$ cat src/rtl/serial_adder.sv
// Bit-serial adder: one full-adder cell iterated LSB first over WIDTH cycles,
// producing sum, carry-out and two's-complement overflow with a done pulse.
module serial_adder #(
    parameter int unsigned WIDTH = 8
) (
    input  logic             clk,
    input  logic             rst_n,
    input  logic             start,
    input  logic [WIDTH-1:0] a,
    input  logic [WIDTH-1:0] b,
    input  logic             cin,
    output logic             busy,
    output logic             done,
    output logic [WIDTH-1:0] sum,
    output logic             cout,
    output logic             ovf
);

    localparam int unsigned CW = (WIDTH > 1) ? $clog2(WIDTH) : 1;

    typedef enum logic [1:0] {
        IDLE,
        RUN,
        DONE
    } state_e;

    state_e           state_q, state_d;
    logic [WIDTH-1:0] a_sh_q, a_sh_d;
    logic [WIDTH-1:0] b_sh_q, b_sh_d;
    logic [WIDTH-1:0] acc_q, acc_d;
    logic [WIDTH-1:0] sum_q, sum_d;
    logic [CW-1:0]    cnt_q, cnt_d;
    logic             c_q, c_d;
    logic             cout_q, cout_d;
    logic             ovf_q, ovf_d;

    logic             last_bit;
    logic             s_bit;
    logic             c_next;
    logic [WIDTH-1:0] acc_shift;

    // State register
    always_ff @(posedge clk) begin
        if (!rst_n) begin
            state_q <= IDLE;
        end else begin
            state_q <= state_d;
        end
    end

    // Next-state logic
    always_comb begin
        state_d = state_q;
        case (state_q)
            IDLE:    if (start) state_d = RUN;
            RUN:     if (last_bit) state_d = DONE;
            DONE:    state_d = IDLE;
            default: state_d = IDLE;
        endcase
    end

    // Output logic
    always_comb begin
        busy = (state_q == RUN);
        done = (state_q == DONE);
        sum  = sum_q;
        cout = cout_q;
        ovf  = ovf_q;
    end

    // Full-adder cell and result shift; new bit enters at the MSB so that
    // after WIDTH shifts the first computed bit lands at bit 0.
    always_comb begin
        last_bit  = (cnt_q == CW'(WIDTH - 1));
        s_bit     = a_sh_q[0] ^ b_sh_q[0] ^ c_q;
        c_next    = (a_sh_q[0] & b_sh_q[0]) | (c_q & (a_sh_q[0] ^ b_sh_q[0]));
        acc_shift = (acc_q >> 1) | (WIDTH'(s_bit) << (WIDTH - 1));
    end

    // Datapath next-state
    always_comb begin
        a_sh_d = a_sh_q;
        b_sh_d = b_sh_q;
        acc_d  = acc_q;
        cnt_d  = cnt_q;
        c_d    = c_q;
        sum_d  = sum_q;
        cout_d = cout_q;
        ovf_d  = ovf_q;
        case (state_q)
            IDLE: begin
                if (start) begin
                    a_sh_d = a;
                    b_sh_d = b;
                    c_d    = cin;
                    cnt_d  = '0;
                    acc_d  = '0;
                end
            end
            RUN: begin
                a_sh_d = a_sh_q >> 1;
                b_sh_d = b_sh_q >> 1;
                acc_d  = acc_shift;
                c_d    = c_next;
                cnt_d  = cnt_q + CW'(1);
                if (last_bit) begin
                    // c_q here is the carry into the MSB
                    sum_d  = acc_shift;
                    cout_d = c_next;
                    ovf_d  = c_q ^ c_next;
                end
            end
            default: ;
        endcase
    end

    // Datapath registers
    always_ff @(posedge clk) begin
        if (!rst_n) begin
            a_sh_q <= '0;
            b_sh_q <= '0;
            acc_q  <= '0;
            cnt_q  <= '0;
            c_q    <= 1'b0;
            sum_q  <= '0;
            cout_q <= 1'b0;
            ovf_q  <= 1'b0;
        end else begin
            a_sh_q <= a_sh_d;
            b_sh_q <= b_sh_d;
            acc_q  <= acc_d;
            cnt_q  <= cnt_d;
            c_q    <= c_d;
            sum_q  <= sum_d;
            cout_q <= cout_d;
            ovf_q  <= ovf_d;
        end
    end

endmodule

$ cat config.mk
export PLATFORM = sky130hd
export DESIGN_NAME = serial_adder
export DESIGN_NICKNAME = d
export VERILOG_FILES = /design/src/rtl/serial_adder.sv
export SDC_FILE = /design/constraint.sdc
export NUM_CORES = 1
export LEC_CHECK = 0
export BUFFER_PORTS_ARGS = -buffer_cell sky130_fd_sc_hd__clkbuf_2
export CAP_MARGIN = 20
export CORE_UTILIZATION = 54
export CTS_CLUSTER_DIAMETER = 100
export DETAILED_ROUTE_END_ITERATION = 16
export PLACE_DENSITY = 0.78
export SLEW_MARGIN = 0
export SYNTH_ARGS = -nofsm -noshare
export SYNTH_HDL_FRONTEND = slang
export SYNTH_SLANG_ARGS = --single-unit
$ cat constraint.sdc
create_clock -name clk -period 1.87 [get_ports clk]
set_clock_uncertainty 0.15 [all_clocks]
set_input_delay 0.187 -clock clk [delete_from_list [all_inputs] [get_ports clk]]
set_output_delay 0.187 -clock clk [all_outputs]
set_load 0.01 [all_outputs]
==> reports/qor_table.md, run 1 <==
| Group | Quantity | This run |
|---|---|---|
| outcome | Outcome | finished clean |
| synth | Mean cell area of the mapped netlist | 10.07 µm² |
| layout | Most used cells in the layout excluding fill and tap cells | sky130_fd_sc_hd__dfxtp_1 (38), sky130_fd_sc_hd__nand2_1 (32), sky130_fd_sc_hd__clkbuf_2 (31) |
| global route | Vias in the first global route | 1205 |
| power | Power density over cell area | 773.5 mW/mm² |
| cts | Clock tree root buffer cell | sky130_fd_sc_hd__clkbuf_4 |
| placement | Count of input and output buffers | 31 |
| worst setup path | Setup Crit Path Kind | flop to output port |
| placement | Post-placement cell count | 234 |
| placement | Area post-placement | 0.001836 mm² |
| cts | Number of buffers between clock root and the deepest sink | 2 |
| timing | Final setup violation count | 0 |
| placement | Routability cong. | 0.7711 |
| power | Fraction of power consumed by combinational cells | 0.123 |
| cts | Sink count of the clock tree | 39 |
| synth | Post-synthesis instance area | 0.001712 mm² |
| min path | Type of the most critical hold path | input pin to flop |
| die | IO Pins | 32 |
| layout | Fraction of final layout cells sized beyond drive strength 1 | 0.2300 |
| worst setup path | Worst endpoint data arrival time | 1.35 ns |
| synth | Yosys warning total | 0 |
| worst setup path | Cells along the critical path | nand2b_1, inv_2, clkbuf_2 |
| die | Initial core utilization | 0.5653 |
| timing | Share of the cycle needed by the critical path after routing | 0.9023 |
| detailed routing | Count of TritonRoute iterations in the first routing pass | 4 |
| layout | Count of nets after finishing | 222 |
| global route | Overflow left after global routing | 0 |
| cts | Clock latency on the worst-skew pair | 0.33 ns |
| die | Die outline width | 58.30 µm |
| synth | Proportion of synthesized area in mux cells | 0.08187 |
| worst setup path | Worst path buffer plus inverter count | 2 |
| cts | Number of CTS-inserted buffers | 5 |
| power | Fraction of power consumed by sequential logic | 0.607 |
| die | Standard-cell rows | 20 |
| timing | Final slew viol count | 0 |
| worst setup path | Capturing element type of the critical path | output port |
| timing | Post-route setup TNS | 0 ns |
| layout | Post-route insts no fill | 244 |
| synth | Top area cells in the synthesized netlist | sky130_fd_sc_hd__dfxtp_1 (46%), sky130_fd_sc_hd__mux2i_1 (8.2%), sky130_fd_sc_hd__o211a_1 (8.2%), sky130_fd_sc_hd__nand2_1 (7.0%), sky130_fd_sc_hd__nor2b_1 (5.5%) |
| synth | Cell count after synthesis | 170 |
| synth | Parity-gate share of the synthesized area counting xor and xnor cells | 0.005117 |
| detailed routing | Vias post-DR | 1289 |
| timing | Worst Max-Slew Pin Slew | 0.7709 ns |
| timing | Worst slew margin | 0.4850 |
| synth | Share of the yosys chip area belonging to registers | 0.4561 |
| global route | Initial antenna violation count | 0 |
| power | Total power consumption of the routed design | 0.001475 W |
| cts | TritonCTS clock tree | yes |
| synth | Leading area contributor after synthesis | sky130_fd_sc_hd__dfxtp_1 |
| cts | Clk pin slew, worst setup/hold paths | 0.11 ns |
| timing | Number of hold violations in the final report | 0 |
| global route | Global-route wire length before repair | 5175 µm |
| worst setup path | Family with the most delay on the worst path | flip-flops |
| layout | N_diodes | 0 |
| detailed routing | Routed wirelength normalized by instance count | 12.48 µm |
| synth | Simple-gate portion of the synthesized area | 0.1579 |
| synth | Fraction of post-synthesis cell area in the top cell type by area | 0.4561 |
| layout | Area overhead of the layout relative to synthesis | 11.40% |
| detailed routing | Via density per instance | 5.283 |
| cts | Count of buffers added by post-CTS timing repair for setup | 0 |
| die | Core Region | 0.003028 mm² |
| synth | Adder-cell share of the synthesized area | 0.02632 |
| synth | Compound-gate portion of the synthesized area | 0.2047 |
| worst setup path | Critical Path Start Type | flop |
| cts | H-tree Lvls | 2 |
| power | Internal power | 0.001108 W |
| detailed routing | Count of antenna-violating nets left after detailed routing | 0 |
| timing | Hold slack | 0.02361 ns |
| synth | Dominant combinational cell family by area after synthesis | compound AO/OA/AOI/OAI gates |
| synth | Post-Synthesis Net Count | 193 |
| detailed routing | Wire length reported by the detailed router | 3044 µm |
| synth | Yosys reg bits | 39 |
| layout | Post-route cell area | 0.001907 mm² |
| worst setup path | Stage delay of the slowest cell on the critical path | 0.50 ns |
| power | Max rail drop VDD | 513.4 µV |
| power | Switch Pwr | 0.0003664 W |
| global route | Largest net degree at the start of global routing | 40 |
| power | Leakage component of the power | 0.9025 nW |
| die | Area of the die | 0.003399 mm² |
| timing | Max Fclk | 592.7 MHz |
| worst setup path | CP max-delay cell | sky130_fd_sc_hd__dfxtp_1 |
| timing | Unrepaired setup endpoints after global routing | no |
| worst setup path | Worst reg2reg setup slack | 0.29 ns |
| power | Clock network fraction of total power | 0.269 |
| worst setup path | Worst Path Max Fanout | 11 |
| worst setup path | Required time reported for the critical path endpoint | 1.53 ns |
| layout | Most common library cell in the layout ignoring fill and taps | sky130_fd_sc_hd__dfxtp_1 |
| die | Die Y | 58.30 µm |
| flow run | Maximum capacitance violations | 0 |
| detailed routing | Residual DRC | 0 |
| timing | Minimum period implied by the final worst setup slack | 1.687 ns |
| placement | Detailed placer's ending HPWL | 2232 µm |
| synth | Unique masters post-synth | 27 |
| detailed routing | Detailed router's first-iteration violation count | 26 |
| global route | Overall global routing resource usage | 0.1982 |
| power | Switching share of total power | 0.2484 |
| layout | Number of inserted filler cells in the final layout | 273 |
sequential cells by signal, summed over array words and instances (netlist names):
register  cells
acc_q         7
cnt_q         3
state_q       2
c_q           1
sum           8
ovf           1
a_sh_q        8
b_sh_q        8
cout          1
Yosys cell counts:
cell type,instances
sky130_fd_sc_hd__clkbuf_1,3
sky130_fd_sc_hd__a21oi_1,3
sky130_fd_sc_hd__ha_1,2
sky130_fd_sc_hd__o221a_2,2
sky130_fd_sc_hd__o21ai_0,1
sky130_fd_sc_hd__xnor2_1,1
sky130_fd_sc_hd__buf_4,2
sky130_fd_sc_hd__o211a_1,14
sky130_fd_sc_hd__o21ba_1,1
sky130_fd_sc_hd__a21boi_0,8
sky130_fd_sc_hd__buf_2,3
sky130_fd_sc_hd__and3b_2,1
sky130_fd_sc_hd__a22oi_1,11
sky130_fd_sc_hd__o21bai_1,1
sky130_fd_sc_hd__and2_1,1
sky130_fd_sc_hd__nand2b_1,1
sky130_fd_sc_hd__dfxtp_1,39
sky130_fd_sc_hd__nor3b_1,2
sky130_fd_sc_hd__a21boi_1,1
sky130_fd_sc_hd__inv_1,2
sky130_fd_sc_hd__buf_6,6
sky130_fd_sc_hd__nand2_1,32
sky130_fd_sc_hd__nand3b_2,1
sky130_fd_sc_hd__fa_1,1
sky130_fd_sc_hd__nor2b_1,15
sky130_fd_sc_hd__mux2i_1,14
sky130_fd_sc_hd__nor2_1,2
worst reg2reg max path, stage by stage, from the launching register on:
cell	delay (ns)
sky130_fd_sc_hd__dfxtp_2	0.39
sky130_fd_sc_hd__o21bai_1	0.64
sky130_fd_sc_hd__a22oi_1	0.20
sky130_fd_sc_hd__nor2b_1	0.14
power groups by stage:
stage	clock [W]	sequential, W	combinational (W)
final	0.000397	0.000896	0.000182
after global routing	0.000453	0.000902	0.000204
after global placement	0	0.000912	0.000171
after CTS	0.000411	0.000896	0.000184
after floorplan	0	0.000904	0.000149
after detailed placement	0	0.000915	0.000180
stage by stage:
step | setup slack, ns | util
floorplan | 0.3472 | -
finish | 0.1827 | 0.6298
detailed placement | 0.2522 | 0.6062
global placement | 0.3064 | 0.6062
global route | 0.06201 | 0.6298
CTS | 0.06872 | 0.6298
area by class of cell:
cell class	count	area (µm²)	share of cell area
tap	44	55.05	0.02887
multi-input combinational	115	814.5	0.4272
timing repair buffer	36	197.7	0.1037
clock inverter	1	5.005	0.002625
clock buffer	7	45.04	0.02362
inverter	2	7.507	0.003937
sequential	39	782.0	0.4101
worst paths after layout:
check | start | end | cells after the start
max | state_q[1] | busy | 3
min | cin | c_q | 3
min reg2reg | sum[7] | sum[7] | 2
max reg2reg | state_q[0] | a_sh_q[7] | 3
repair_timing:
action	4_1_cts	5_1_grt
hold buffers	2	0
resized for setup	1	1
hold endpoints to repair	2	0
endpoints found under the setup margin	1	1
routing by layer:
| metal | track usage | part of all wire | up-vias | wire length (µm) |
|---|---|---|---|---|
| met4 | 0.08844 | 0.019 | 0 | 59 |
| met1 | 0.2581 | 0.45 | 603 | 1381 |
| met3 | 0.04835 | 0.039 | 8 | 118 |
| li1 | - | - | 649 | - |
| met5 | 0 | 0 | - | 0 |
| met2 | 0.3136 | 0.49 | 29 | 1484 |
kinds of logic (layout without fill, tap and decap cells):
group | Yosys count | after routing
adders and majority gates | 3 | 3
buffers and inverters | 16 | 46
AOI/OAI and AO/OA | 42 | 42
muxes | 14 | 14
xor gates and xnor gates | 1 | 1
and+or+nand+nor | 55 | 55
DFF | 39 | 39
Note: power is estimated with default switching activity, not from simulation.
==> run 2, diff against run 1 <==
Settings changed: CELL_PAD_IN_SITES_DETAIL_PLACEMENT from default to 0, CELL_PAD_IN_SITES_GLOBAL_PLACEMENT from default to 1, CORE_UTILIZATION 54 to 41, PLACE_DENSITY 0.78 to default, PLACE_DENSITY_LB_ADDON from default to 0.1.
==> run 2 against run 1 <==
  * Via count decreased by 2.9%
  * Die area is 31% higher
  * Critical endpoint unchanged
  * Sequential power hardly changed
  * Highest routed layer unchanged
==> reports/qor_table.md, run 2 (synthesis results as in run 1) <==
| Group | Quantity | This run | Delta |
|---|---|---|---|
| outcome | Outcome | finished clean | unchanged |
| power | Power density over cell area | 834.0 mW/mm² | was 773.5 mW/mm² |
| die | Standard-cell rows | 23 | was 20 |
| die | Area of the die | 0.004437 mm² | was 0.003399 mm² |
| worst setup path | R2R depth | 4 | was 3 |
| global route | Overflow left after global routing | 0 | unchanged |
| cts | TritonCTS clock tree | yes | unchanged |
| min path | Hold EP | a_sh_q[7] | was c_q |
| timing | Minimum period implied by the final worst setup slack | 1.696 ns | was 1.687 ns |
| worst setup path | Required time reported for the critical path endpoint | 1.53 ns | about the same |
| power | Total power consumption of the routed design | 0.001607 W | was 0.001475 W |
| worst setup path | Crit Reg-Reg Startpoint | cnt_q[0] | was state_q[0] |
| global route | Busiest metal layer after global routing | met2 | unchanged |
| placement | Count of input and output buffers | 31 | unchanged |
| timing | Worst slew margin | 0.5585 | was 0.4850 |
| layout | N_diodes | 0 | unchanged |
| layout | Area used by multi-input combinational logic | 818.3 µm² | was 814.5 µm² |
| layout | Area overhead of the layout relative to synthesis | 12.57% | was 11.40% |
| flow run | Maximum capacitance violations | 0 | unchanged |
| timing | Post-route setup TNS | 0 ns | unchanged |
| global route | Overall global routing resource usage | 0.1626 | was 0.1982 |
| global route | Initial antenna violation count | 0 | unchanged |
| cts | Clk pin slew, worst setup/hold paths | 0.07 ns | was 0.11 ns |
| timing | Share of the cycle needed by the critical path after routing | 0.9070 | was 0.9023 |
| layout | Count of nets after finishing | 219 | was 222 |
| detailed routing | Detailed router's first-iteration violation count | 66 | was 26 |
| timing | Number of hold violations in the final report | 0 | unchanged |
| power | Max rail drop VDD | 491.6 µV | was 513.4 µV |
| detailed routing | Count of TritonRoute iterations in the first routing pass | 2 | was 4 |
| timing | Unrepaired setup endpoints after global routing | no | unchanged |
| timing | Final slew viol count | 0 | unchanged |
| layout | Post-route insts no fill | 247 | was 244 |
| global route | Vias in the first global route | 1170 | was 1205 |
| placement | Pre-CTS WS | 0.1316 ns | was 0.2522 ns |
| min path | HP Start | a[7] | was cin |
| timing | Smallest setup slack after layout | 0.1739 ns | was 0.1827 ns |
| timing | Worst Max-Slew Pin Slew | 0.6623 ns | was 0.7709 ns |
| timing | Final setup violation count | 0 | unchanged |
| cts | Number of buffers between clock root and the deepest sink | 2 | unchanged |
| min path | Type of the most critical hold path | input pin to flop | unchanged |
| detailed routing | Routed wirelength normalized by instance count | 12.97 µm | was 12.48 µm |
| die | Die outline width | 66.61 µm | was 58.30 µm |
| detailed routing | Count of antenna-violating nets left after detailed routing | 0 | unchanged |
| worst setup path | Worst reg2reg setup slack | 0.32 ns | was 0.29 ns |
| global route | Met1 track demand over resource in global routing | 0.2105 | was 0.2581 |
| die | Core Region | 0.004000 mm² | was 0.003028 mm² |
| die | Initial core utilization | 0.4279 | was 0.5653 |
| detailed routing | Vias post-DR | 1252 | was 1289 |
| layout | Most used cells in the layout excluding fill and tap cells | sky130_fd_sc_hd__dfxtp_1 (37), sky130_fd_sc_hd__nand2_1 (32), sky130_fd_sc_hd__clkbuf_2 (31) | was sky130_fd_sc_hd__dfxtp_1 (38), sky130_fd_sc_hd__nand2_1 (32), sky130_fd_sc_hd__clkbuf_2 (31) |
| placement | Post-placement cell count | 239 | was 234 |
| placement | Routability cong. | 0.7230 | was 0.7711 |
| die | Die Y | 66.61 µm | was 58.30 µm |
| placement | Detailed placer's ending HPWL | 2212 µm | was 2232 µm |
| global route | Routing usage on met3 | 0.05651 | was 0.04835 |
| global route | Global-route wire length before repair | 5319 µm | was 5175 µm |
| cts | Clock tree root buffer cell | sky130_fd_sc_hd__clkbuf_8 | was sky130_fd_sc_hd__clkbuf_4 |
| cts | Sink count of the clock tree | 39 | unchanged |
| detailed routing | Via density per instance | 5.069 | was 5.283 |
| worst setup path | Worst Path Max Fanout | 11 | unchanged |
| die | IO Pins | 32 | unchanged |
| global route | Met2 track demand over resource in global routing | 0.2487 | was 0.3136 |
| min path | Hold path cells | 3 | unchanged |
| layout | Register cell area after layout | 783.3 µm² | was 782.0 µm² |
| worst setup path | Reg-to-Reg End | ovf | was a_sh_q[7] |
| global route | Largest net degree at the start of global routing | 40 | unchanged |
| power | Leakage component of the power | 0.9015 nW | was 0.9025 nW |
| cts | H-tree Lvls | 2 | unchanged |
| worst setup path | Capturing element type of the critical path | output port | unchanged |
| cts | Clock latency on the worst-skew pair | 0.28 ns | was 0.33 ns |
| layout | Most common library cell in the layout ignoring fill and taps | sky130_fd_sc_hd__dfxtp_1 | unchanged |
| layout | Number of inserted filler cells in the final layout | 388 | was 273 |
| detailed routing | Wire length reported by the detailed router | 3203 µm | was 3044 µm |
| worst setup path | Worst endpoint data arrival time | 1.36 ns | was 1.35 ns |
| worst setup path | Setup Crit Path Kind | flop to output port | unchanged |
| worst setup path | Critical Path Start Type | flop | unchanged |
| layout | Fraction of final layout cells sized beyond drive strength 1 | 0.2386 | was 0.2300 |
| timing | Hold slack | 0.03202 ns | was 0.02361 ns |
| timing | Max Fclk | 589.6 MHz | was 592.7 MHz |
| cts | Number of CTS-inserted buffers | 5 | unchanged |
| detailed routing | Residual DRC | 0 | unchanged |
==> run 2: repair_timing <==
| item | 4_1_cts | 5_1_grt |
|---|---|---|
| hold buffers | 0 | 0 |
| setup buffers | 0 | 0 |
| gates resized for setup | 0 | 4 |
| endpoints found under the setup margin | 0 | 4 |
==> run 2: layer usage <==
metal	up-vias	routed length (µm)
met3	5	149
met2	21	1398
met1	582	1617
li1	644	-
met4	0	38
met5	-	0
==> run 2: power by group <==
part	leakage, nW	total [W]	switching [W]	internal (W)
logic	0.540	0.000177	0.0000872	0.0000894
registers	0.320	0.000895	0.0000265	0.000868
clock network	0.0422	0.000535	0.000274	0.000262
==> run 2: worst max-delay path by stage <==
stage	depth (start not counted)	to	from
after floorplan	5	ovf	cnt_q[0]
after global placement	3	b_sh_q[7]	state_q[0]
after detailed placement	3	a_sh_q[7]	state_q[0]
after CTS	3	busy	state_q[0]
after global routing	3	busy	state_q[1]
final	3	busy	state_q[1]
==> run 2: area by class of cell <==
type                    instances  area share
multi-input cells             115      0.4247
flip-flops and latches         39      0.4065
repair buffers                 33     0.08831
clock buffers                   7     0.03961
well taps                      50     0.03247
inverters                       2    0.005844
clock inverters                 1    0.002597
==> run 2: critical path: stages (launching register included) <==
cell                         delay [ns]
sky130_fd_sc_hd__dfxtp_2           0.43
sky130_fd_sc_hd__nand2b_1          0.21
sky130_fd_sc_hd__clkinvlp_4        0.24
sky130_fd_sc_hd__clkbuf_2          0.19
==> run 2: stage by stage <==
stage / instance area [µm²] / utilization
2_1_floorplan: 1712 / -
3_3_place_gp: 1836 / 0.4589
3_5_place_dp: 1836 / 0.4589
4_1_cts: 1917 / 0.4792
5_1_grt: 1927 / 0.4817
6_report: 1927 / 0.4817
